[src/rtl/bnn_load_ctrl.sv]
// Serial loader for the BNN input path: strobe-edge capture, LSB-first word assembly, buffer writes, done/ack handoff.
// Optional inter-strobe timeout abort is compiled in with `define LOADER_TIMEOUT_EN.
module bnn_load_ctrl #(
  parameter int PIX_BITS    = 784,
  parameter int WGT_BITS    = 1024,
  parameter int WORD_W      = 8,
  parameter int ADDR_W      = 7,
  parameter int TIMEOUT_CYC = 4095
) (
  input  logic              clk,
  input  logic              reset_n,
  input  logic              start,
  input  logic              sync_strb,
  input  logic              sync_p,
  input  logic              sync_w,
  input  logic              ack,
  output logic              pix_we,
  output logic [ADDR_W-1:0] pix_addr,
  output logic [WORD_W-1:0] pix_wdata,
  output logic              wgt_we,
  output logic [ADDR_W-1:0] wgt_addr,
  output logic [WORD_W-1:0] wgt_wdata,
  output logic              busy,
  output logic              load_done,
  output logic              overrun,
  output logic              timeout_err
);

  localparam int PCW       = $clog2(PIX_BITS + 1);
  localparam int WCW       = $clog2(WGT_BITS + 1);
  localparam int BW        = (WORD_W > 1) ? $clog2(WORD_W) : 1;
  localparam int MAX_BITS  = (PIX_BITS > WGT_BITS) ? PIX_BITS : WGT_BITS;
  localparam int MAX_WORDS = (MAX_BITS + WORD_W - 1) / WORD_W;

  if ((2 ** ADDR_W) < MAX_WORDS || TIMEOUT_CYC < 1) begin : g_param_err
    $error("bnn_load_ctrl: ADDR_W too small or TIMEOUT_CYC < 1");
  end

  typedef enum logic [1:0] {IDLE, LOAD, DONE} state_t;

  state_t            state_q, state_d;
  logic              strb_q, strb_d;
  logic [PCW-1:0]    pix_cnt_q, pix_cnt_d;
  logic [WCW-1:0]    wgt_cnt_q, wgt_cnt_d;
  logic [BW-1:0]     pix_bit_q, pix_bit_d, wgt_bit_q, wgt_bit_d;
  logic [WORD_W-1:0] pix_sr_q, pix_sr_d, wgt_sr_q, wgt_sr_d;
  logic [ADDR_W-1:0] pix_addr_q, pix_addr_d, wgt_addr_q, wgt_addr_d;
  logic              pix_we_q, pix_we_d, wgt_we_q, wgt_we_d;
  logic [WORD_W-1:0] pix_wdata_q, pix_wdata_d, wgt_wdata_q, wgt_wdata_d;
  logic              busy_q, busy_d, load_done_q, load_done_d;
  logic              overrun_q, overrun_d;
  logic [WORD_W-1:0] pix_word, wgt_word;
  logic              strb_edge, pix_full, wgt_full, pix_last, wgt_last;

`ifdef LOADER_TIMEOUT_EN
  localparam int TW = $clog2(TIMEOUT_CYC + 1);
  logic [TW-1:0] tmo_cnt_q, tmo_cnt_d;
  logic          timeout_err_q, timeout_err_d;
`endif

  assign strb_edge = sync_strb & ~strb_q;
  assign pix_full  = (pix_cnt_q == PCW'(PIX_BITS));
  assign wgt_full  = (wgt_cnt_q == WCW'(WGT_BITS));
  // A word closes on its top bit or on the lane's final bit (short last word).
  assign pix_last  = (pix_bit_q == BW'(WORD_W - 1)) || (pix_cnt_q == PCW'(PIX_BITS - 1));
  assign wgt_last  = (wgt_bit_q == BW'(WORD_W - 1)) || (wgt_cnt_q == WCW'(WGT_BITS - 1));

  always_comb begin
    state_d     = state_q;
    strb_d      = sync_strb;
    pix_cnt_d   = pix_cnt_q;
    wgt_cnt_d   = wgt_cnt_q;
    pix_bit_d   = pix_bit_q;
    wgt_bit_d   = wgt_bit_q;
    pix_sr_d    = pix_sr_q;
    wgt_sr_d    = wgt_sr_q;
    // The address presented with a write advances once that write has been seen.
    pix_addr_d  = pix_we_q ? pix_addr_q + ADDR_W'(1) : pix_addr_q;
    wgt_addr_d  = wgt_we_q ? wgt_addr_q + ADDR_W'(1) : wgt_addr_q;
    pix_we_d    = 1'b0;
    wgt_we_d    = 1'b0;
    pix_wdata_d = pix_wdata_q;
    wgt_wdata_d = wgt_wdata_q;
    overrun_d   = overrun_q;
    pix_word    = pix_sr_q;
    wgt_word    = wgt_sr_q;
`ifdef LOADER_TIMEOUT_EN
    tmo_cnt_d     = tmo_cnt_q;
    timeout_err_d = timeout_err_q;
`endif
    unique case (state_q)
      IDLE: begin
        if (start) begin
          state_d    = LOAD;
          pix_cnt_d  = '0;
          wgt_cnt_d  = '0;
          pix_bit_d  = '0;
          wgt_bit_d  = '0;
          pix_sr_d   = '0;
          wgt_sr_d   = '0;
          pix_addr_d = '0;
          wgt_addr_d = '0;
          overrun_d  = 1'b0;
`ifdef LOADER_TIMEOUT_EN
          tmo_cnt_d     = '0;
          timeout_err_d = 1'b0;
`endif
        end
      end
      LOAD: begin
        if (pix_full && wgt_full) state_d = DONE;
        if (strb_edge) begin
          if (pix_full && wgt_full) overrun_d = 1'b1;
          if (!pix_full) begin
            pix_word[pix_bit_q] = sync_p;
            pix_cnt_d = pix_cnt_q + PCW'(1);
            if (pix_last) begin
              pix_we_d    = 1'b1;
              pix_wdata_d = pix_word;
              pix_sr_d    = '0;
              pix_bit_d   = '0;
            end else begin
              pix_sr_d  = pix_word;
              pix_bit_d = pix_bit_q + BW'(1);
            end
          end
          if (!wgt_full) begin
            wgt_word[wgt_bit_q] = sync_w;
            wgt_cnt_d = wgt_cnt_q + WCW'(1);
            if (wgt_last) begin
              wgt_we_d    = 1'b1;
              wgt_wdata_d = wgt_word;
              wgt_sr_d    = '0;
              wgt_bit_d   = '0;
            end else begin
              wgt_sr_d  = wgt_word;
              wgt_bit_d = wgt_bit_q + BW'(1);
            end
          end
        end
`ifdef LOADER_TIMEOUT_EN
        if (strb_edge) begin
          tmo_cnt_d = '0;
        end else if (!(pix_full && wgt_full) && tmo_cnt_q == TW'(TIMEOUT_CYC - 1)) begin
          state_d       = IDLE;
          timeout_err_d = 1'b1;
          pix_sr_d      = '0;
          wgt_sr_d      = '0;
        end else begin
          tmo_cnt_d = tmo_cnt_q + TW'(1);
        end
`endif
      end
      DONE: begin
        if (strb_edge) overrun_d = 1'b1;
        if (ack) state_d = IDLE;
      end
      default: state_d = IDLE;
    endcase
    busy_d      = (state_d == LOAD);
    load_done_d = (state_d == DONE);
  end

  always_ff @(posedge clk or negedge reset_n) begin
    if (!reset_n) begin
      state_q     <= IDLE;
      strb_q      <= 1'b0;
      pix_cnt_q   <= '0;
      wgt_cnt_q   <= '0;
      pix_bit_q   <= '0;
      wgt_bit_q   <= '0;
      pix_sr_q    <= '0;
      wgt_sr_q    <= '0;
      pix_addr_q  <= '0;
      wgt_addr_q  <= '0;
      pix_we_q    <= 1'b0;
      wgt_we_q    <= 1'b0;
      pix_wdata_q <= '0;
      wgt_wdata_q <= '0;
      busy_q      <= 1'b0;
      load_done_q <= 1'b0;
      overrun_q   <= 1'b0;
    end else begin
      state_q     <= state_d;
      strb_q      <= strb_d;
      pix_cnt_q   <= pix_cnt_d;
      wgt_cnt_q   <= wgt_cnt_d;
      pix_bit_q   <= pix_bit_d;
      wgt_bit_q   <= wgt_bit_d;
      pix_sr_q    <= pix_sr_d;
      wgt_sr_q    <= wgt_sr_d;
      pix_addr_q  <= pix_addr_d;
      wgt_addr_q  <= wgt_addr_d;
      pix_we_q    <= pix_we_d;
      wgt_we_q    <= wgt_we_d;
      pix_wdata_q <= pix_wdata_d;
      wgt_wdata_q <= wgt_wdata_d;
      busy_q      <= busy_d;
      load_done_q <= load_done_d;
      overrun_q   <= overrun_d;
    end
  end

`ifdef LOADER_TIMEOUT_EN
  always_ff @(posedge clk or negedge reset_n) begin
    if (!reset_n) begin
      tmo_cnt_q     <= '0;
      timeout_err_q <= 1'b0;
    end else begin
      tmo_cnt_q     <= tmo_cnt_d;
      timeout_err_q <= timeout_err_d;
    end
  end
  assign timeout_err = timeout_err_q;
`else
  assign timeout_err = 1'b0;
`endif

  assign pix_we    = pix_we_q;
  assign pix_addr  = pix_addr_q;
  assign pix_wdata = pix_wdata_q;
  assign wgt_we    = wgt_we_q;
  assign wgt_addr  = wgt_addr_q;
  assign wgt_wdata = wgt_wdata_q;
  assign busy      = busy_q;
  assign load_done = load_done_q;
  assign overrun   = overrun_q;

endmodule

[config.mk]
export PLATFORM = sky130hd
export DESIGN_NAME = bnn_load_ctrl
export DESIGN_NICKNAME = d
export VERILOG_FILES = /design/src/rtl/bnn_load_ctrl.sv
export SDC_FILE = /design/constraint.sdc
export NUM_CORES = 1
export LEC_CHECK = 0
export BUFFER_PORTS_ARGS = -buffer_cell sky130_fd_sc_hd__buf_2
export CORE_ASPECT_RATIO = 0.75
export CORE_MARGIN = 3
export CORE_UTILIZATION = 56
export DETAILED_ROUTE_END_ITERATION = 12
export PLACE_DENSITY = 0.82
export SETUP_SLACK_MARGIN = 0.05
export SYNTH_ARGS = -nofsm -noshare
export SYNTH_HDL_FRONTEND = slang
export SYNTH_SLANG_ARGS = --single-unit
[constraint.sdc]
create_clock -name clk -period 3 [get_ports clk]
set_input_delay 0 -clock clk [delete_from_list [all_inputs] [get_ports clk]]
set_output_delay 0 -clock clk [all_outputs]
set_load 0.03 [all_outputs]
**After elaboration in Yosys (flattened, before gate mapping)**

Index checks and enable logic that the tools add are counted.

- $add $sub $neg: 6
- $lt $le $gt $ge: 4
- Equality and inequality tests: 16
- Mux-type cells: 55
- Bitwise logic cells: 4
- Reductions and logical operators: 13

Operator list:

| kind | number |
|---|---|
| $mux 8 | 7 |
| $mux 7 | 6 |
| $mux 11 | 3 |
| $pmux 8 s2 | 2 |
| $mux 10 | 3 |
| $pmux 11 s2 | 1 |
| $mux 3 | 7 |
| $eq 10x10->1 const B | 2 |
| $pmux 10 s2 | 1 |
| $bwmux 8 | 2 |
| $reduce_and 4->1 | 4 |
| $add 7x1->7 const B | 2 |
| $mux 1 | 14 |
| $ne 2x2->1 const B | 6 |
| $pmux 3 s2 | 2 |
| $add 11x1->11 const B | 1 |
| $eq 11x10->1 const B | 1 |
| $eq 11x11->1 const B | 1 |
| $add 10x1->10 const B | 1 |
| $lt 3x4->1 const B | 2 |
| $add 3x1->3 const B | 2 |
| $demux 1 s3 | 2 |
| $eq 3x3->1 const B | 2 |
| $ge 3x1->1 const B | 2 |
| other kinds (13) | 22 |

- Flip-flop bits (word level): 81
- Input port bits: 7
- Output and inout bits: 36
- Word-level logic and storage cells: 115

**Longest topological paths before layout**

Gate-level depths: netlist of run 1.

- Depth after elaboration: 9
- Depth in mapped cells: 8
- Mapped depth without buffers: 6

**Least setup slack after synthesis of run 1**

No wires, ideal clock.

- Kind: reg-to-reg
- Start: reg state_q[1]
- End: reg wgt_bit_q[0]
- Library setup time: 0.078 ns
- Data arrival time: 1.837 ns
- Required time: 2.922 ns
- Slack: 1.085 ns
- Cell stages (with the launch flop): 8
- Buffers on the path: 1
- Clock period less this slack: 1.915 ns
- Cells stage by stage: dfrtp_1 > inv_1 > ha_1 > nor2b_1 > a211o_1 > buf_2 > a2111oi_0 > o21bai_1

- Word-level cells in the longest chain between the ends: 3
- Elaborated cells between the ends (all ways): 8
- Those cells by class: eq/ne (4); mux (1); reduce/logical (3)

Ends and longest elaborated chain:

| element | line | RTL |
|---|---|---|
| start, declared | 41 | `state_t state_q, state_d;` |
| start signal, assigned | 184 | `state_q <= state_d;` |
| $eq 2x1->1 or $logic_not 2->1 (tied branches) | 91 | `unique case (state_q)` |
| $ne 2x2->1 (no line) or $reduce_bool 2->1 (tied branches) | n/a |  |
| $reduce_and 4->1 (no line) | n/a |  |
| end signal, assigned | 189 | `wgt_bit_q <= wgt_bit_d;` |
| end, declared | 45 | `logic [BW-1:0] pix_bit_q, pix_bit_d, wgt_bit_q, wgt_bit_d;` |

Parallel ways exist; a longest one is shown, timed or not.
A chain may end at the register's enable or synchronous reset.

**Worst setup path after layout of run 1**

- Start: reg state_q[1]
- End: reg wgt_bit_q[2]

The elaborated chain is that of the path after synthesis.

==> reports/qor.yml, run 1 <==
die:
  fp.dieArea_um2: 8880
  start_util_pct: 58.6
  die_w_um: 108
  die-height_um: 82.4
  ios: 43
  core_area_um2: 7430
  rows: 27
route:
  routedWlPerCell_um: 16.1
  antenna_left: 0
  drt_iter0_markers: 243
  routed_wl_mm: 8.97
  vias: 3319
  drc_errors: 0
  routed_via_density: 5.95
  first_pass_iters: 6
grt:
  grt_overflow: 0
  grt_pass1_wl_mm: 15.0
  grt_pass1_vias: 3106
  antenna_found_initial: 0
  gr-usage-all-layers_pct: 21.2
  grt_max_degree: 82
yosys:
  yosysWarnings: 0
  synth_area_leaders: "dfrtp_1 (47%), mux2i_1 (7.6%), mux2_2 (4.7%), ha_1 (4.0%), inv_1 (2.8%)"
  synth-xor-area-share_pct: 1.81
  synth_top_area_share_pct: 46.6
  synth_top_family_by_area: "simple AND/OR/NAND/NOR gates"
  synth_area_um2: 4350
  synth.ff_latch_count: 81
  syn_avg_cell_area_um2: 10.5
  syn_inst: 414
  yosysSeqAreaShare_pct: 46.6
  synth_edf_count: 0
  yosys.area.top_type: "dfrtp_1"
  synthArstFlopShare_pct: 100
  synth_compound_area_share_pct: 12.8
  yosysMostFrequentCell: "dfrtp_1"
  dominantRegCellSynth: "dfrtp_1"
  synth-simple-area-share_pct: 17.3
  synth.area.mux_share_pct: 12.2
  synthAdderAreaFrac_pct: 4.02
  synth_cell_types: 63
  ys_top_cells_by_count: "dfrtp_1 (81), mux2i_1 (33), inv_1 (32)"
  syn_nets: 435
setup_path:
  path_buf_inv: 1
  startpoint_type: "flip-flop"
  setup.worst_path.end: "wgt_bit_q[2]$_DFFE_PN0P_"
  path_class: "reg2reg"
  r2r-end: "wgt_bit_q[2]$_DFFE_PN0P_"
  worstPathArrival_ns: 2.77
  setup.worst_path.end_class: "flip-flop"
  cpLargestDelayFamily: "compound AO/OA/AOI/OAI gates"
  crit_chain: "inv_1 -> ha_1 -> nor2b_1 -> a211o_1 -> a21oi_4 -> mux2_2"
  rrSetupSlack_ns: 0.47
  ff2ff_path_depth: 6
  reg2reg_from: "state_q[1]$_DFF_PN0_"
  crit_required_ns: 3.24
  cp_slowest_cell: "a21oi_4"
  worst-path-stages: 6
  crit_path_start: "state_q[1]$_DFF_PN0_"
  max_stage_delay_ns: 0.52
  path_max_fanout: 15
sta:
  maxSlewHeadroom_pct: 32.2
  max_freq_mhz: 395
  period_minus_slack_ns: 2.53
  finalSetupTns_ns: 0
  fin_skew_ns: 0.0120
  hold_viol_final: 0
  hold_ws_ns: 0.0782
  min_period_over_period_pct: 84.3
  grt_setup_unrepaired: "false"
  tightest_slew_ns: 1.02
  setup_violations: 0
  finalMaxSlewViolations: 0
flow_run:
  maxCapViolCount: 0
pwr:
  power.density_nw_per_um2: 745
  ir_drop_uv: 517
  power.total_uw: 3650
  p_leak_uw: 0.00228
status:
  status: "complete, no violations"
layout:
  nets: 473
  final_cells: 558
  fin_util_pct: 65.8
  diodes: 0
  syn_to_final_growth_pct: 12.4
  drive_gt1_share_pct: 20.6
cts:
  clockRootBuffer: "clkbuf_8"
  cts_max_level: 3
  clk_pin_slew_ns: 0.09
  cts_buffer_depth: 2
  clock-sinks: 81
  post_cts_buffers: 0
  insertion_delay_ns: 0.36
  numCtsBuffers: 9
  cts_tree: "yes"
place:
  gp_routability_congestion: 0.912
  placement.io_buffers: 41
  hpwl_mm: 6.24
  dpl.cell_count: 540
min_path:
  min_path_type: "in2reg"
-- registers in the layout, summed over array words and instances (netlist names), 2 cells and up --
register,flops
wgt_bit_q,3
pix_sr_q,8
wgt_addr,7
wgt_cnt_q,11
wgt_sr_q,8
pix_cnt_q,10
state_q,2
pix_wdata,8
wgt_wdata,8
pix_addr,7
pix_bit_q,3
-- cell families after synthesis --
| family | after synthesis |
|---|---|
| compound gates | 74 |
| xor+xnor | 9 |
| fa+ha+maj | 14 |
| buf+inv | 53 |
| flops | 81 |
| mux | 51 |
| other cells | 1 |
| simple gates | 131 |
-- placed cells by master (no fill, tap or decap), types with 5 or more instances in the layout --
master     count
dfrtp_1       81
buf_2         40
mux2i_1       33
inv_1         32
nor2_1        25
nand2_1       23
mux2_2        18
a21oi_1       15
ha_1          14
o21ai_0       11
nand2b_1      11
o2bb2ai_1     11
clkbuf_8      10
nand4_1        9
or3_1          9
nand3b_1       8
nand3_1        8
nor2b_1        7
nor3_1         7
xor2_1         6
buf_4          6
nor3b_1        5
-- layout make-up --
cell class | count | area, um^2
Inverter | 32 | 120
Clock inverter | 6 | 113
Sequential cell | 81 | 2030
Fill cell | 577 | 2540
Tap cell | 101 | 126
Multi-Input combinational cell | 280 | 2100
Clock buffer | 10 | 138
Timing Repair Buffer | 48 | 265
-- per-stage QoR --
stage / cell area, um^2 / setup WS [ns]
floorplan: 4350 / 1.08
global placement: 4620 / 0.619
detailed placement: 4620 / 0.512
CTS: 4890 / 0.492
global route: 4890 / 0.318
finish: 4890 / 0.471
-- timing repair --
action                                  CTS  global route
hold buffers                              2             0
gates resized for setup                   0             0
endpoints found under the hold margin    82             0
endpoints found under the setup margin    0             0
-- tightest hold or removal path, stage by stage --
cell       delay (ns)
buf_2            0.16
mux2i_1          0.11
o2bb2ai_1        0.12
-- report_power, final --
| part | internal (uW) | switching, uW | total, uW |
|---|---|---|---|
| clock network | 580 | 401 | 981 |
| registers | 1260 | 191 | 1450 |
| logic | 484 | 729 | 1210 |
-- routing by layer --
layer	vias to the layer above	wire length (um)	GRT usage (%)
met3	12	489	4.90
met4	0	92	6.56
met2	108	4150	33.1
met5	-	0	0
li1	1556	-	-
met1	1643	4240	29.7
-- how the worst min path moves through the flow --
stage / from / to / slack (ns) / cells past startpoint
6_report: sync_p / pix_sr_q[0]$_DFFE_PN0P_ / 0.08 / 3
5_1_grt: sync_p / pix_sr_q[4]$_DFFE_PN0P_ / 0.11 / 3
4_1_cts: sync_p / pix_sr_q[0]$_DFFE_PN0P_ / 0.06 / 3
3_5_place_dp: sync_strb / strb_q$_DFF_PN0_ / 0.17 / 1
3_3_place_gp: sync_strb / strb_q$_DFF_PN0_ / 0.17 / 1
2_1_floorplan: reset_n / busy$_DFF_PN0_ / -0.30 / 0
(Power assumes the default switching activity.)
==> inputs of run 2 (changes only) <==
--- a/config.mk
+++ b/config.mk
@@ -8,7 +8,7 @@
 export BUFFER_PORTS_ARGS = -buffer_cell sky130_fd_sc_hd__buf_2
 export CORE_ASPECT_RATIO = 0.75
 export CORE_MARGIN = 3
-export CORE_UTILIZATION = 56
+export CORE_UTILIZATION = 53
 export DETAILED_ROUTE_END_ITERATION = 12
 export PLACE_DENSITY = 0.82
 export SETUP_SLACK_MARGIN = 0.05
==> constraint.sdc (replaced) <==
create_clock -name clk -period 2.05 [get_ports clk]
set_input_delay 0 -clock clk [delete_from_list [all_inputs] [get_ports clk]]
set_output_delay 0 -clock clk [all_outputs]
set_load 0.03 [all_outputs]
==> run 2 against run 1 <==
Effect of this change:
- fmax is 29% higher
- clock skew is 0.0040 ns lower
- total power is 46% higher
- critical endpoint is now pix_cnt_q[8]$_DFFE_PN0P_
- hold slack worse by 0.015 ns
- clock-buffer cell count stayed put
- largest cell class unchanged
- sequential share of layout area is 1.3 points lower
==> reports/qor.yml, run 2 (synthesized netlist as in run 1, its figures left out) <==
layout:
  diodes: 0
  reg_top3: "wgt_cnt_q (11), pix_cnt_q (10)"
  layout_common_cells: "dfrtp_1 (81), buf_2 (40), mux2i_1 (33)"
  largest_reg_flops: 11
  largest-register: "wgt_cnt_q"
  final_common_cell: "dfrtp_1"
  fin_util_pct: 65.8
  drive_gt1_share_pct: 24.8
  postLayoutCellArea_um2: 5040
  syn_to_final_growth_pct: 15.9
  nets: 491
grt:
  grt_max_degree: 56
  antenna_found_initial: 0
  grt_pass1_vias: 3171
  grt_pass1_wl_mm: 15.9
  gr-usage-all-layers_pct: 20.7
  grt_overflow: 0
pwr:
  p_leak_uw: 0.00235
  power.density_nw_per_um2: 1060
  ir_drop_uv: 477
sta:
  period_minus_slack_ns: 1.97
  min_period_over_period_pct: 95.9
  fin_skew_ns: 0.00792
  tightest_slew_ns: 0.566
  setup_violations: 0
  maxSlewHeadroom_pct: 61.8
  finalMaxSlewViolations: 0
  final.setup.worst_slack_ns: 0.0837
  max_freq_mhz: 509
  grt_setup_unrepaired: "true"
  hold_viol_final: 0
  finalSetupTns_ns: 0
setup_path:
  max_stage_delay_ns: 0.55
  path_max_fanout: 6
  crit_chain: "buf_4 -> ha_4 -> nor2_1 -> a211o_1 -> or4_1 -> a21oi_1"
  cpLargestDelayFamily: "simple AND/OR/NAND/NOR gates"
  startpoint_type: "flip-flop"
  cp_slowest_cell: "or4_1"
  crit_required_ns: 2.34
  worstPathArrival_ns: 2.25
  path_class: "reg2reg"
  path_buf_inv: 1
  setup.worst_path.end_class: "flip-flop"
die:
  die_w_um: 111
  rows: 27
  ios: 43
  start_util_pct: 56.8
  core_area_um2: 7670
  fp.dieArea_um2: 9350
  die-height_um: 84.5
place:
  gp_routability_congestion: 0.922
  placement.io_buffers: 41
  placed_cell_area_um2: 4750
  pre_cts_slack_ns: 0.0132
  hpwl_mm: 6.61
route:
  wl_met1_mm: 4.34
  first_pass_iters: 5
  vias: 3354
  drc_errors: 0
  route.top_layer_used: "met4"
  drt_iter0_markers: 227
  routed_wl_mm: 9.41
  wl_met2_mm: 4.42
  routedWlPerCell_um: 16.3
  dr_wl_met3_um: 511
  routed_via_density: 5.82
  antenna_left: 0
cts:
  cts_tree: "yes"
  clk_pin_slew_ns: 0.08
  cts_max_level: 3
  clock-sinks: 81
  clockRootBuffer: "clkbuf_8"
  insertion_delay_ns: 0.36
  cts_buffer_depth: 2
  numCtsBuffers: 9
min_path:
  min_path_type: "in2reg"
status:
  status: "complete, no violations"
flow_run:
  maxCapViolCount: 0
run 2: timing repair:
| item | 4_1_cts | 5_1_grt |
|---|---|---|
| gates resized for setup | 3 | 11 |
| hold endpoints to repair | 82 | 0 |
| pin swaps | 1 | 6 |
| setup endpoints to repair | 13 | 50 |
| hold buffers | 2 | 0 |
| buffers inserted | 0 | 2 |
run 2: layer usage:
layer	vias to the layer above	GRT usage (%)
li1	1597	-
met1	1618	29.1
met2	123	32.2
met3	16	4.54
met4	0	6.71
met5	-	0
run 2: where the power goes:
part,switching [uW],internal (uW),total (uW)
Sequential,238,1850,2080
Combinational,1200,885,2080
Clock,607,567,1170
Total,2040,3300,5340
run 2: metrics by stage:
step	hold WS, ns	total power, uW	std cells
2_1_floorplan	-0.296	3470	414
3_3_place_gp	-0.0598	3930	556
3_5_place_dp	-0.0615	4050	556
4_1_cts	0.0500	5250	574
5_1_grt	0.0798	5690	576
6_report	0.0630	5340	576
run 2: area by class of cell:
class	count	area [um^2]
clock buffer	10	128
clock inverter	6	67.6
fill	579	2620
inverter	32	120
multi-input combinational	280	2160
sequential	81	2030
tap	101	126
timing repair buffer	66	417
run 2: worst register-to-register path, stage by stage (launching register included):
cell and delay, ns:
dfrtp_1 0.38, buf_4 0.16, ha_4 0.18, nor2_1 0.09, a211o_1 0.40, or4_1 0.55
a21oi_1 0.15
run 2: final timing paths:
path | to | startpoint | slack (ns) | cells after the start
max in group asynchronous | state_q[0]$_DFF_PN0_ | reset_n | 1.35 | 3
worst max register to register | pix_cnt_q[8]$_DFFE_PN0P_ | state_q[0]$_DFF_PN0_ | 0.08 | 6
worst max-delay path | pix_cnt_q[8]$_DFFE_PN0P_ | state_q[0]$_DFF_PN0_ | 0.08 | 6
worst min register to register | pix_sr_q[0]$_DFFE_PN0P_ | pix_sr_q[0]$_DFFE_PN0P_ | 0.50 | 1
worst min-delay path | pix_sr_q[5]$_DFFE_PN0P_ | sync_p | 0.06 | 3
min in group asynchronous | wgt_cnt_q[7]$_DFFE_PN0P_ | reset_n | 0.10 | 2
==> inputs of run 3 (changes only) <==
--- a/config.mk
+++ b/config.mk
@@ -11,6 +11,7 @@
 export CORE_UTILIZATION = 53
 export DETAILED_ROUTE_END_ITERATION = 12
 export PLACE_DENSITY = 0.82
+export RECOVER_POWER = 50
 export SETUP_SLACK_MARGIN = 0.05
 export SYNTH_ARGS = -nofsm -noshare
 export SYNTH_HDL_FRONTEND = slang
==> run 3 against run 2 <==
Effect of this change:
- via count decreased by 0.12%
- routed wire length increased by 0.23%
- cell count unchanged
- non-clock buffer count unchanged
- register-to-register slack about the same
- clock-buffer cell count unchanged
- sequential power about the same
- fmax decreased by 0.19%
- design area decreased by 0.67%
- clock skew increased by 0.00088 ns
- largest cell class unchanged
- largest power group unchanged
==> reports/qor.yml, run 3 (synthesized netlist as in run 1, its figures left out) <==
status:
  status: "complete, no violations"
sta:
  period_minus_slack_ns: 1.97
  max_freq_mhz: 508
  finalMaxSlewViolations: 0
  setup_violations: 0
  fin_skew_ns: 0.00880
  tightest_slew_ns: 1.49
  grt_setup_unrepaired: "true"
  final.setup.worst_slack_ns: 0.0799
  min_period_over_period_pct: 96.1
  finalSetupTns_ns: 0
  hold_viol_final: 0
  maxSlewHeadroom_pct: 0.641
place:
  hpwl_mm: 6.61
  pre_cts_slack_ns: 0.0132
  placement.io_buffers: 41
  gp_routability_congestion: 0.922
min_path:
  worstHoldStart: "sync_p"
  min_path_type: "in2reg"
die:
  rows: 27
  die-height_um: 84.5
  core_area_um2: 7670
  start_util_pct: 56.8
  die_w_um: 111
  ios: 43
  fp.dieArea_um2: 9350
route:
  routed_via_density: 5.82
  drc_errors: 0
  antenna_left: 0
  first_pass_iters: 6
  drt_iter0_markers: 252
  routedWlPerCell_um: 16.4
  routed_wl_mm: 9.43
  vias: 3350
cts:
  clockRootBuffer: "clkbuf_8"
  insertion_delay_ns: 0.36
  clock-sinks: 81
  numCtsBuffers: 9
  clk_pin_slew_ns: 0.08
  cts_tree: "yes"
  cts_buffer_depth: 2
  cts_max_level: 3
pwr:
  ir_drop_uv: 477
  p_leak_uw: 0.00230
  power.total_uw: 5330
  power.density_nw_per_um2: 1060
layout:
  final_common_cell: "dfrtp_1"
  layout_common_cells: "dfrtp_1 (81), mux2i_1 (33), inv_1 (30)"
  fin_util_pct: 65.3
  nets: 491
  largest-register: "wgt_cnt_q"
  drive_gt1_share_pct: 21.1
  largest_reg_flops: 11
  diodes: 0
  reg_top3: "wgt_cnt_q (11), pix_cnt_q (10)"
  syn_to_final_growth_pct: 15.1
setup_path:
  path_class: "reg2reg"
  startpoint_type: "flip-flop"
  crit_path_start: "state_q[0]$_DFF_PN0_"
  setup.worst_path.end_class: "flip-flop"
  path_max_fanout: 6
  max_stage_delay_ns: 0.55
  crit_chain: "buf_4 -> ha_4 -> nor2_1 -> a211o_1 -> or4_1 -> a21oi_1"
  path_buf_inv: 1
  worstPathArrival_ns: 2.26
  cp_slowest_cell: "or4_1"
  crit_required_ns: 2.34
  reg2reg_from: "state_q[0]$_DFF_PN0_"
  cpLargestDelayFamily: "simple AND/OR/NAND/NOR gates"
grt:
  grt_pass1_wl_mm: 15.9
  antenna_found_initial: 0
  grt_pass1_vias: 3171
  gr-usage-all-layers_pct: 20.7
  grt_max_degree: 56
  grt_overflow: 0
flow_run:
  maxCapViolCount: 0
[run 3: final cells by class]
cell class	count	area [um^2]
clock inverter	6	67.6
sequential	81	2030
clock buffer	10	128
multi-input combinational	280	2160
timing repair buffer	66	383
inverter	32	120
fill	594	2660
tap	101	126
[run 3: per-layer routing]
metal | routed length, um | up-vias | global-route usage (%)
met4 | 157 | 0 | 6.71
met5 | 0 | - | 0
met1 | 4350 | 1633 | 29.1
met3 | 492 | 19 | 4.54
li1 | - | 1598 | -
met2 | 4430 | 100 | 32.2
[run 3: repair_timing]
action	in CTS	in global routing
hold endpoints to repair	82	0
pin swaps	1	6
setup buffers	0	2
hold buffers	2	0
setup endpoints to repair	13	50
resized for setup	3	11
[run 3: through the flow]
stage	hold slack, ns	instance area [um^2]	instances
floorplan	-0.296	4350	414
global placement	-0.0598	4750	556
detailed placement	-0.0615	4750	556
CTS	0.0500	4980	574
global route	0.0798	5010	576
finish	0.0632	5010	576
[run 3: where the power goes]
group | total, uW | switching (uW) | internal, uW
logic | 2070 | 1200 | 869
registers | 2090 | 240 | 1850
clock network | 1180 | 611 | 567
[run 3: final timing paths]
| check | slack (ns) | to | cells past startpoint |
|---|---|---|---|
| setup / recovery | 0.08 | pix_cnt_q[8]$_DFFE_PN0P_ | 6 |
| hold / removal | 0.06 | pix_sr_q[5]$_DFFE_PN0P_ | 3 |
| setup reg to reg | 0.08 | pix_cnt_q[8]$_DFFE_PN0P_ | 6 |
| hold reg to reg | 0.50 | pix_sr_q[0]$_DFFE_PN0P_ | 1 |
| max in group asynchronous | 0.35 | pix_cnt_q[2]$_DFFE_PN0P_ | 3 |
| min in group asynchronous | 0.53 | wgt_cnt_q[7]$_DFFE_PN0P_ | 2 |
[run 3: worst reg2reg max path, stage by stage, from the launching register on]
cell     delay [ns]
dfrtp_1        0.38
buf_4          0.16
ha_4           0.18
nor2_1         0.09
a211o_1        0.40
or4_1          0.55
a21oi_1        0.15
